--- src/rtl/control_fsm.sv ---
// Multicycle RV32I control FSM: sequences fetch/decode/execute/memory/writeback and
// drives the shared-datapath selects, plus a retired-instruction counter and sticky trap.
module control_fsm (
  input  logic        clk,
  input  logic        reset,
  input  logic [6:0]  opcode,
  input  logic [2:0]  funct3,
  input  logic        branch_taken,
  input  logic        mem_ready,
  output logic        mem_req,
  output logic        mem_we,
  output logic        mem_addr_sel,
  output logic        ir_we,
  output logic        pc_we,
  output logic [1:0]  pc_sel,
  output logic [1:0]  alu_a_sel,
  output logic        alu_b_sel,
  output logic [1:0]  alu_op,
  output logic        rf_we,
  output logic [1:0]  wb_sel,
  output logic        illegal,
  output logic [31:0] instret,
  output logic [2:0]  state
);

  typedef enum logic [2:0] {
    FETCH     = 3'd0,
    DECODE    = 3'd1,
    EXECUTE   = 3'd2,
    MEMORY    = 3'd3,
    WRITEBACK = 3'd4,
    TRAP      = 3'd5
  } state_t;

  localparam logic [6:0] OP_R      = 7'b0110011;
  localparam logic [6:0] OP_I      = 7'b0010011;
  localparam logic [6:0] OP_LOAD   = 7'b0000011;
  localparam logic [6:0] OP_STORE  = 7'b0100011;
  localparam logic [6:0] OP_BRANCH = 7'b1100011;
  localparam logic [6:0] OP_JAL    = 7'b1101111;
  localparam logic [6:0] OP_JALR   = 7'b1100111;
  localparam logic [6:0] OP_LUI    = 7'b0110111;
  localparam logic [6:0] OP_AUIPC  = 7'b0010111;

  state_t      state_q, state_d;
  logic        illegal_q;
  logic [31:0] instret_q;

  logic isR, isI, isLoad, isStore, isBranch, isJal, isJalr, isLui, isAuipc, isKnown;
  logic [1:0] opAluA;
  logic       opAluB;
  logic [1:0] opAluOp;

  // funct3 is consumed by the ALU decoder in the datapath, not by the sequencer
  logic unusedFunct3;
  assign unusedFunct3 = ^funct3;

  assign isR      = (opcode == OP_R);
  assign isI      = (opcode == OP_I);
  assign isLoad   = (opcode == OP_LOAD);
  assign isStore  = (opcode == OP_STORE);
  assign isBranch = (opcode == OP_BRANCH);
  assign isJal    = (opcode == OP_JAL);
  assign isJalr   = (opcode == OP_JALR);
  assign isLui    = (opcode == OP_LUI);
  assign isAuipc  = (opcode == OP_AUIPC);
  assign isKnown  = isR | isI | isLoad | isStore | isBranch | isJal | isJalr | isLui | isAuipc;

  // ALU operand/op choice per opcode; EXECUTE sets it and MEMORY/WRITEBACK hold it
  always_comb begin
    opAluA  = 2'd0;
    opAluB  = 1'b0;
    opAluOp = 2'd0;
    if (isR) begin
      opAluOp = 2'd1;
    end else if (isI) begin
      opAluB  = 1'b1;
      opAluOp = 2'd1;
    end else if (isLoad || isStore || isJalr) begin
      opAluB  = 1'b1;
    end else if (isAuipc) begin
      opAluA  = 2'd1;
      opAluB  = 1'b1;
    end
  end

  always_comb begin
    state_d      = state_q;
    mem_req      = 1'b0;
    mem_we       = 1'b0;
    mem_addr_sel = 1'b0;
    ir_we        = 1'b0;
    pc_we        = 1'b0;
    pc_sel       = 2'd0;
    alu_a_sel    = 2'd0;
    alu_b_sel    = 1'b0;
    alu_op       = 2'd0;
    rf_we        = 1'b0;
    wb_sel       = 2'd0;

    case (state_q)
      FETCH: begin
        mem_req = 1'b1;
        if (mem_ready) begin
          ir_we   = 1'b1;
          state_d = DECODE;
        end
      end

      DECODE: begin
        state_d = isKnown ? EXECUTE : TRAP;
      end

      EXECUTE: begin
        if (isBranch) begin
          alu_op  = 2'd2;
          pc_we   = 1'b1;
          pc_sel  = branch_taken ? 2'd1 : 2'd0;
          state_d = FETCH;
        end else begin
          alu_a_sel = opAluA;
          alu_b_sel = opAluB;
          alu_op    = opAluOp;
          state_d   = (isLoad || isStore) ? MEMORY : WRITEBACK;
        end
      end

      MEMORY: begin
        mem_req      = 1'b1;
        mem_addr_sel = 1'b1;
        mem_we       = isStore;
        alu_a_sel    = opAluA;
        alu_b_sel    = opAluB;
        alu_op       = opAluOp;
        if (mem_ready) begin
          if (isStore) begin
            pc_we   = 1'b1;
            state_d = FETCH;
          end else begin
            state_d = WRITEBACK;
          end
        end
      end

      WRITEBACK: begin
        rf_we     = 1'b1;
        pc_we     = 1'b1;
        alu_a_sel = opAluA;
        alu_b_sel = opAluB;
        alu_op    = opAluOp;
        if (isLoad) begin
          wb_sel = 2'd1;
        end else if (isLui) begin
          wb_sel = 2'd3;
        end else if (isJal) begin
          wb_sel = 2'd2;
          pc_sel = 2'd1;
        end else if (isJalr) begin
          wb_sel = 2'd2;
          pc_sel = 2'd2;
        end
        state_d = FETCH;
      end

      TRAP: begin
        state_d = TRAP;
      end

      default: begin
        state_d = FETCH;
      end
    endcase

    // A reset cycle abandons any in-flight transaction without committing it
    if (reset) begin
      ir_we = 1'b0;
      pc_we = 1'b0;
      rf_we = 1'b0;
    end
  end

  always_ff @(posedge clk) begin
    if (reset) begin
      state_q   <= FETCH;
      illegal_q <= 1'b0;
      instret_q <= 32'd0;
    end else begin
      state_q <= state_d;
      if (state_d == TRAP) begin
        illegal_q <= 1'b1;
      end
      if (pc_we) begin
        instret_q <= instret_q + 32'd1;
      end
    end
  end

  assign illegal = illegal_q;
  assign instret = instret_q;
  assign state   = state_q;

endmodule
--- config.mk ---
export PLATFORM = sky130hd
export DESIGN_NAME = control_fsm
export DESIGN_NICKNAME = d
export VERILOG_FILES = /design/src/rtl/control_fsm.sv
export SDC_FILE = /design/constraint.sdc
export NUM_CORES = 1
export LEC_CHECK = 0
export CAP_MARGIN = 15
export CORE_MARGIN = 2
export CORE_UTILIZATION = 50
export DETAILED_ROUTE_END_ITERATION = 8
export GPL_ROUTABILITY_DRIVEN = 0
export GPL_TIMING_DRIVEN = 0
export HOLD_SLACK_MARGIN = 0.1
export PLACE_DENSITY_LB_ADDON = 0.05
export SYNTH_ARGS = -nofsm -noshare
export SYNTH_HDL_FRONTEND = slang
export SYNTH_SLANG_ARGS = --single-unit
--- constraint.sdc ---
create_clock -name clk -period 5.4 [get_ports clk]
set_input_delay 0.81 -clock clk [delete_from_list [all_inputs] [get_ports clk]]
set_output_delay 0.81 -clock clk [all_outputs]
set_load 0.05 [all_outputs]
# Word level (Yosys, flattened, before mapping)
# Cells that the tools add are included.
# Widths: inputs -> output; s select.
dict set report totals {
  out_inout_bits 51
  ff_bits 36
}
dict set report classes {
  muxes 47
  addsub 1
  n_eq_ne 15
  n_bitwise 8
  reduce_logical 5
}
# cell count
set ops {}
lappend ops {{$add 32x1->32 const B} 1}
lappend ops {{$mux 1} 25}
lappend ops {{$eq 7x6->1 const B} 3}
lappend ops {{$eq 7x7->1 const B} 3}
lappend ops {{$mux 2} 10}
lappend ops {{$mux 3} 6}
lappend ops {{$pmux 3 s5} 1}
lappend ops {{$eq 7x5->1 const B} 2}
lappend ops {{$pmux 2 s2} 3}
lappend ops {{$eq 3x3->1 const B} 3}
lappend ops {{$or 1x1->1} 8}
lappend ops {{$eq 7x2->1 const B} 1}
lappend ops {{$eq 3x2->1 const B} 2}
lappend ops {{$reduce_or 2->1} 2}
lappend ops {{$eq 3x1->1 const B} 1}
lappend ops {{$logic_not 3->1} 1}
lappend ops {{$pmux 1 s3} 1}
lappend ops {{$logic_or 1x1->1} 2}
lappend ops {{$pmux 1 s2} 1}

# Longest topological paths before layout
dict set report logic_depth {
  depth_word 12
  depth_mapped 7
  depth_no_buf 6
}

# Worst setup path after synthesis
# OpenSTA, ideal clock, no wires.
dict set report synth_path {
  kind {in2out}
  startpoint {input port opcode[2]}
  endpoint {output port wb_sel[0]}
  t_arrival_ns 2.550
  path_slack_ns 2.040
  path_stages 3
  cell_sequence {clkbuf_1 or3_1 a211oi_1}
}
dict set report synth_between {
  elab_chain_cells 5
  word_cells_on_any_way 7
  classes_between {eq/ne (3); mux (4)}
}
# item line_no
set synth_lines {}
lappend synth_lines {{from (decl)} 6} ;# input logic [6:0] opcode,
lappend synth_lines {{$eq 7x7->1} 63} ;# assign isJal = (opcode == OP_JAL);
lappend synth_lines {{$mux 2} 155} ;# end else if (isJal) begin
lappend synth_lines {{$mux 2} 153} ;# end else if (isLui) begin
lappend synth_lines {{$mux 2 (*)} 151} ;# if (isLoad) begin
lappend synth_lines {{$mux 2 (*)} 101} ;# case (state_q)
lappend synth_lines {{to (decl)} 20} ;# output logic [1:0] wb_sel,
# Mark *: on every way between the ends. The rest lies on a longest branch, timed or not.

# Final worst setup path
dict set report layout_path {
  startpoint {input port opcode[6]}
  endpoint {output port pc_we}
}
dict set report layout_between {
  elab_chain_cells 5
  word_cells_on_any_way 7
  classes_between {eq/ne (2); mux (5)}
}
# item line_no
set layout_lines {}
lappend layout_lines {{$eq 7x6->1} 61} ;# assign isStore = (opcode == OP_STORE);
lappend layout_lines {{$mux 1} 136} ;# if (isStore) begin
lappend layout_lines {{$mux 1} 135} ;# if (mem_ready) begin
lappend layout_lines {{$pmux 1 s3 (*)} 101}
lappend layout_lines {{$mux 1 (*)} 175} ;# if (reset) begin
lappend layout_lines {{to (decl)} 14} ;# output logic pc_we,
# Marked as above.

==> results.txt <==
The run finished with clean final reports. The worst path meets setup with 1.13 ns of slack. Overall power consumption after layout is estimated at 0.524 mW. The average wire per cell in the routed design is 14.6 um, and the met1 routing resource usage after global routing is 32.6%.

The worst setup path is captured at a primary output. A synthesized cell averages 7.81 um2. The standard cell with the maximum stage delay on the critical path is clkdlybuf4s50_1.

By area the synthesized netlist is led by dfxtp_1, xnor2_1, a21oi_1. Counting every instance in the synthesized netlist gives 268. The number of clock buffers added by TritonCTS is 5. The floorplan step set the die width to 68.7 um. For this design the total switching power over the nets is 0.143 mW. Clock-pin slew was measured on the worst setup and hold paths at 0.07 ns. 0 antenna diodes ended up in the layout. Share of total power in combinational logic: 14.2%. The initial utilization of the core area, before any placement, comes to 52.3%.

The worst hold path was traced through 2 stages. The run gives 2090 um2 as the combined area of all synthesized cells. The count of pins over their slew limit came out at 0.

The I/O pin count was 65. The most common cell after layout, fill and taps aside was clkdlybuf4s50_1. Worst min-delay path category: reg -> reg. The share of synthesized area in the top cell type comes to 34.4%. The worst path in the final design needs a cycle of 4.27 ns, including I/O delays and setup.

The total number of yosys warnings was 0; the global-route met2 utilization was 36.5%. Gates resized during post-CTS repair numbered 0. Entering global routing, the biggest net connects 11 pins. At the worst endpoint, the arrival time is 3.46 ns. For this design the static power due to leakage is 0.852 nW. The setup TNS after final layout is 0 ns. The layer flagged by global routing as most heavily used is met2. Summing the sequential cell areas from Yosys gives 34.4% of the chip area. The later-pin clock latency in the skew report came out at 0.29 ns. The global-route total usage across every layer is 23.8%. The worst stage delay on the critical path is 0.82 ns, and the die extent in y is 68.7 um. In this run the clock root is driven by a clkbuf_8.

The fraction of power consumed by the clock network was 34.0%; the number of sinks driven by the clock tree was 36. Number of buffers inserted to repair setup after CTS: 0. Of the total power, the share spent switching nets is 27.4%.

The worst clock skew on the final layout was 0.00896 ns. Of all nets on the critical path, the largest fanout is 10. The proportion of power drawn by flip-flops and latches came out at 51.8%. The global-route wire length before repair was 8600 um; the number of nets with antenna violations after routing was 0. In this run the tightest slew margin relative to its limit is 52.7%. After detailed routing, the total wire length is 5590 um.

The tools report the overflow left after global routing as 0. From synthesis to final layout, the design area changed by 34.9%. The worst setup path is launched from a primary input. In the routed design, unresolved DRC markers number 0. Walking the worst path, the cells encountered are clkdlybuf4s50_1 > nor3b_1 > o2111ai_1 > buf_2 > a21oi_1 > clkdlybuf4s50_1. The core region is 4000 um2. For this run, the leading register cell type out of synthesis is dfxtp_1. Static timing analysis puts the maximum clock frequency at 234 MHz. The top cell family by delay on the critical path was buffers and inverters.

After floorplanning, the core was divided into 23 placement rows. The number of nets in the synthesized netlist is 283. The H-tree was split into 2 levels.

Dividing the detail-routed via count by the number of cells gives 5.92. Prior to clock tree synthesis, the placed netlist has a worst setup slack of 1.20 ns. Data on the critical path is required at its endpoint by 4.59 ns.

Of the cells placed in the final design, the portion with a size suffix greater than 1 is 4.49%. The number of synthesized flops with an enable pin is 0. The number of port buffers works out to 59.

The logs give 187 for the iteration-0 DRC count of the detailed router and 0 for the number of antenna violations at the first check in global routing. The type of the setup path with the least slack was in -> out. VDD sags by at most 0.134 mV. By instance count, the cell type seen most on the critical path is clkdlybuf4s50_1. The depth of the worst register-to-register path came out at 5. Setup repair after global routing left no endpoint under its margin.

The net count reported at finish is 349, and the half-perimeter wire length after detailed placement is 4130 um. The flip-flop and latch count after synthesis is 36. Hold violation count in the final report: 0. In this run the power density over the cells is 186 nW/um2. TritonCTS built the clock tree. The via count of the first global-routing pass was 1905.

Summed over all instances, the cell type with the most area after synthesis is dfxtp_1. Global routing used 5.36% of the available met3 tracks. The filler cells instantiated in the layout total 342. The run gives 0.381 mW as the internal power. The first-pass detailed-route iteration total came out at 4.

The quantity of hold-fixing buffers added after cts was 0; the unique cell type count in the Yosys netlist was 46. For the total via count in the routed design, the log shows 2275. Counting along the longest clock path gives a buffer depth of 2. For this run, asynchronously set or reset flops after synthesis account for 0%.

The critical path crosses 6 cells after its start point. Buffering stage count on the worst path with inverters included: 3. For the pin with the worst max-slew slack, the measured transition is 0.703 ns. The die covers 4720 um2.

Total setup violations reported at the end of the flow: 0. The part of the cycle the worst path needs works out to 79.0%. The library cells used most frequently in the layout, excluding fill and tap cells, are clkdlybuf4s50_1, dfxtp_1, nor2_1, a21oi_1, nand2_1. The run gives 0 as the number of maximum-capacitance violations.
[layout make-up]
type                       instances  area (um2)  share of cell area, %
multi-input combinational        206        1260                   44.6
sequential                        36         721                   25.5
timing repair buffer              59         591                   20.9
buffer                            16        75.1                   2.66
clock buffer                       6        72.6                   2.57
tap                               50        62.6                   2.22
inverter                          10        37.5                   1.33
clock inverter                     1        5.00                  0.177
[worst min-delay path, stage by stage (launching register included)]
cell and delay, ns:
dfxtp_1 0.32, inv_1 0.05, a21oi_1 0.06
[worst paths after layout]
path | start | slack [ns] | endpoint
setup / recovery | opcode[6] | 1.13 | pc_we
setup reg to reg | instret[10] | 2.99 | instret[31]
hold reg to reg | illegal | 0.47 | illegal
hold / removal | illegal | 0.47 | illegal
[flip-flops by register name (all words and copies together) (netlist names)]
register,count
state,3
instret,32
illegal,1
[cells by family (layout without fill, tap and decap cells)]
kind of cell,Yosys count,in the layout,share of synthesized area [%]
buffers and inverters,26,92,5.38
AND/OR/NAND/NOR,119,119,30.4
adder cells (fa/ha/maj),1,1,0.598
XOR/XNOR,17,17,7.12
AO/OA/AOI/OAI,68,68,21.8
flip-flops,36,36,34.4
other,1,1,0.179
[per-layer routing]
| layer | part of all wire (%) | vias to the layer above |
|---|---|---|
| li1 | - | 1137 |
| met1 | 48 | 1049 |
| met2 | 45 | 77 |
| met3 | 5.6 | 12 |
| met4 | 1.6 | 0 |
| met5 | 0 | - |
[power by group through the flow]
stage,sequential [mW],clock [mW],combinational [mW]
final,0.272,0.178,0.0745
after global routing,0.272,0.191,0.0789
after CTS,0.272,0.182,0.0739
after detailed placement,0.278,0,0.0737
after global placement,0.278,0,0.0732
after floorplan,0.287,0,0.0376
[Yosys cell counts (3+ instances only)]
cell type / count
a2111oi_0: 5
nor4_1: 3
nand4_1: 8
dfxtp_1: 36
o41ai_1: 3
or3_1: 7
nand2b_1: 4
o31ai_1: 10
nand2_1: 18
nor2_1: 32
nand3_1: 12
nor2b_1: 3
and3_1: 4
or4_1: 8
inv_1: 10
a21oi_1: 24
nor3_1: 6
clkbuf_1: 10
and4_1: 3
buf_2: 3
o21ai_0: 6
xnor2_1: 15
a211oi_1: 7
[per-stage QoR]
stage          hold slack, ns  area, um2  instances  utilization (%)
6_report                0.474       2820        384             70.6
5_1_grt                 0.480       2820        384             70.6
4_1_cts                 0.472       2820        384             70.6
3_5_place_dp            0.462       2750        377             68.6
3_3_place_gp            0.437       2750        377             68.6
2_1_floorplan           0.664       2090        268                -
Power figures use the tool's default switching activity.
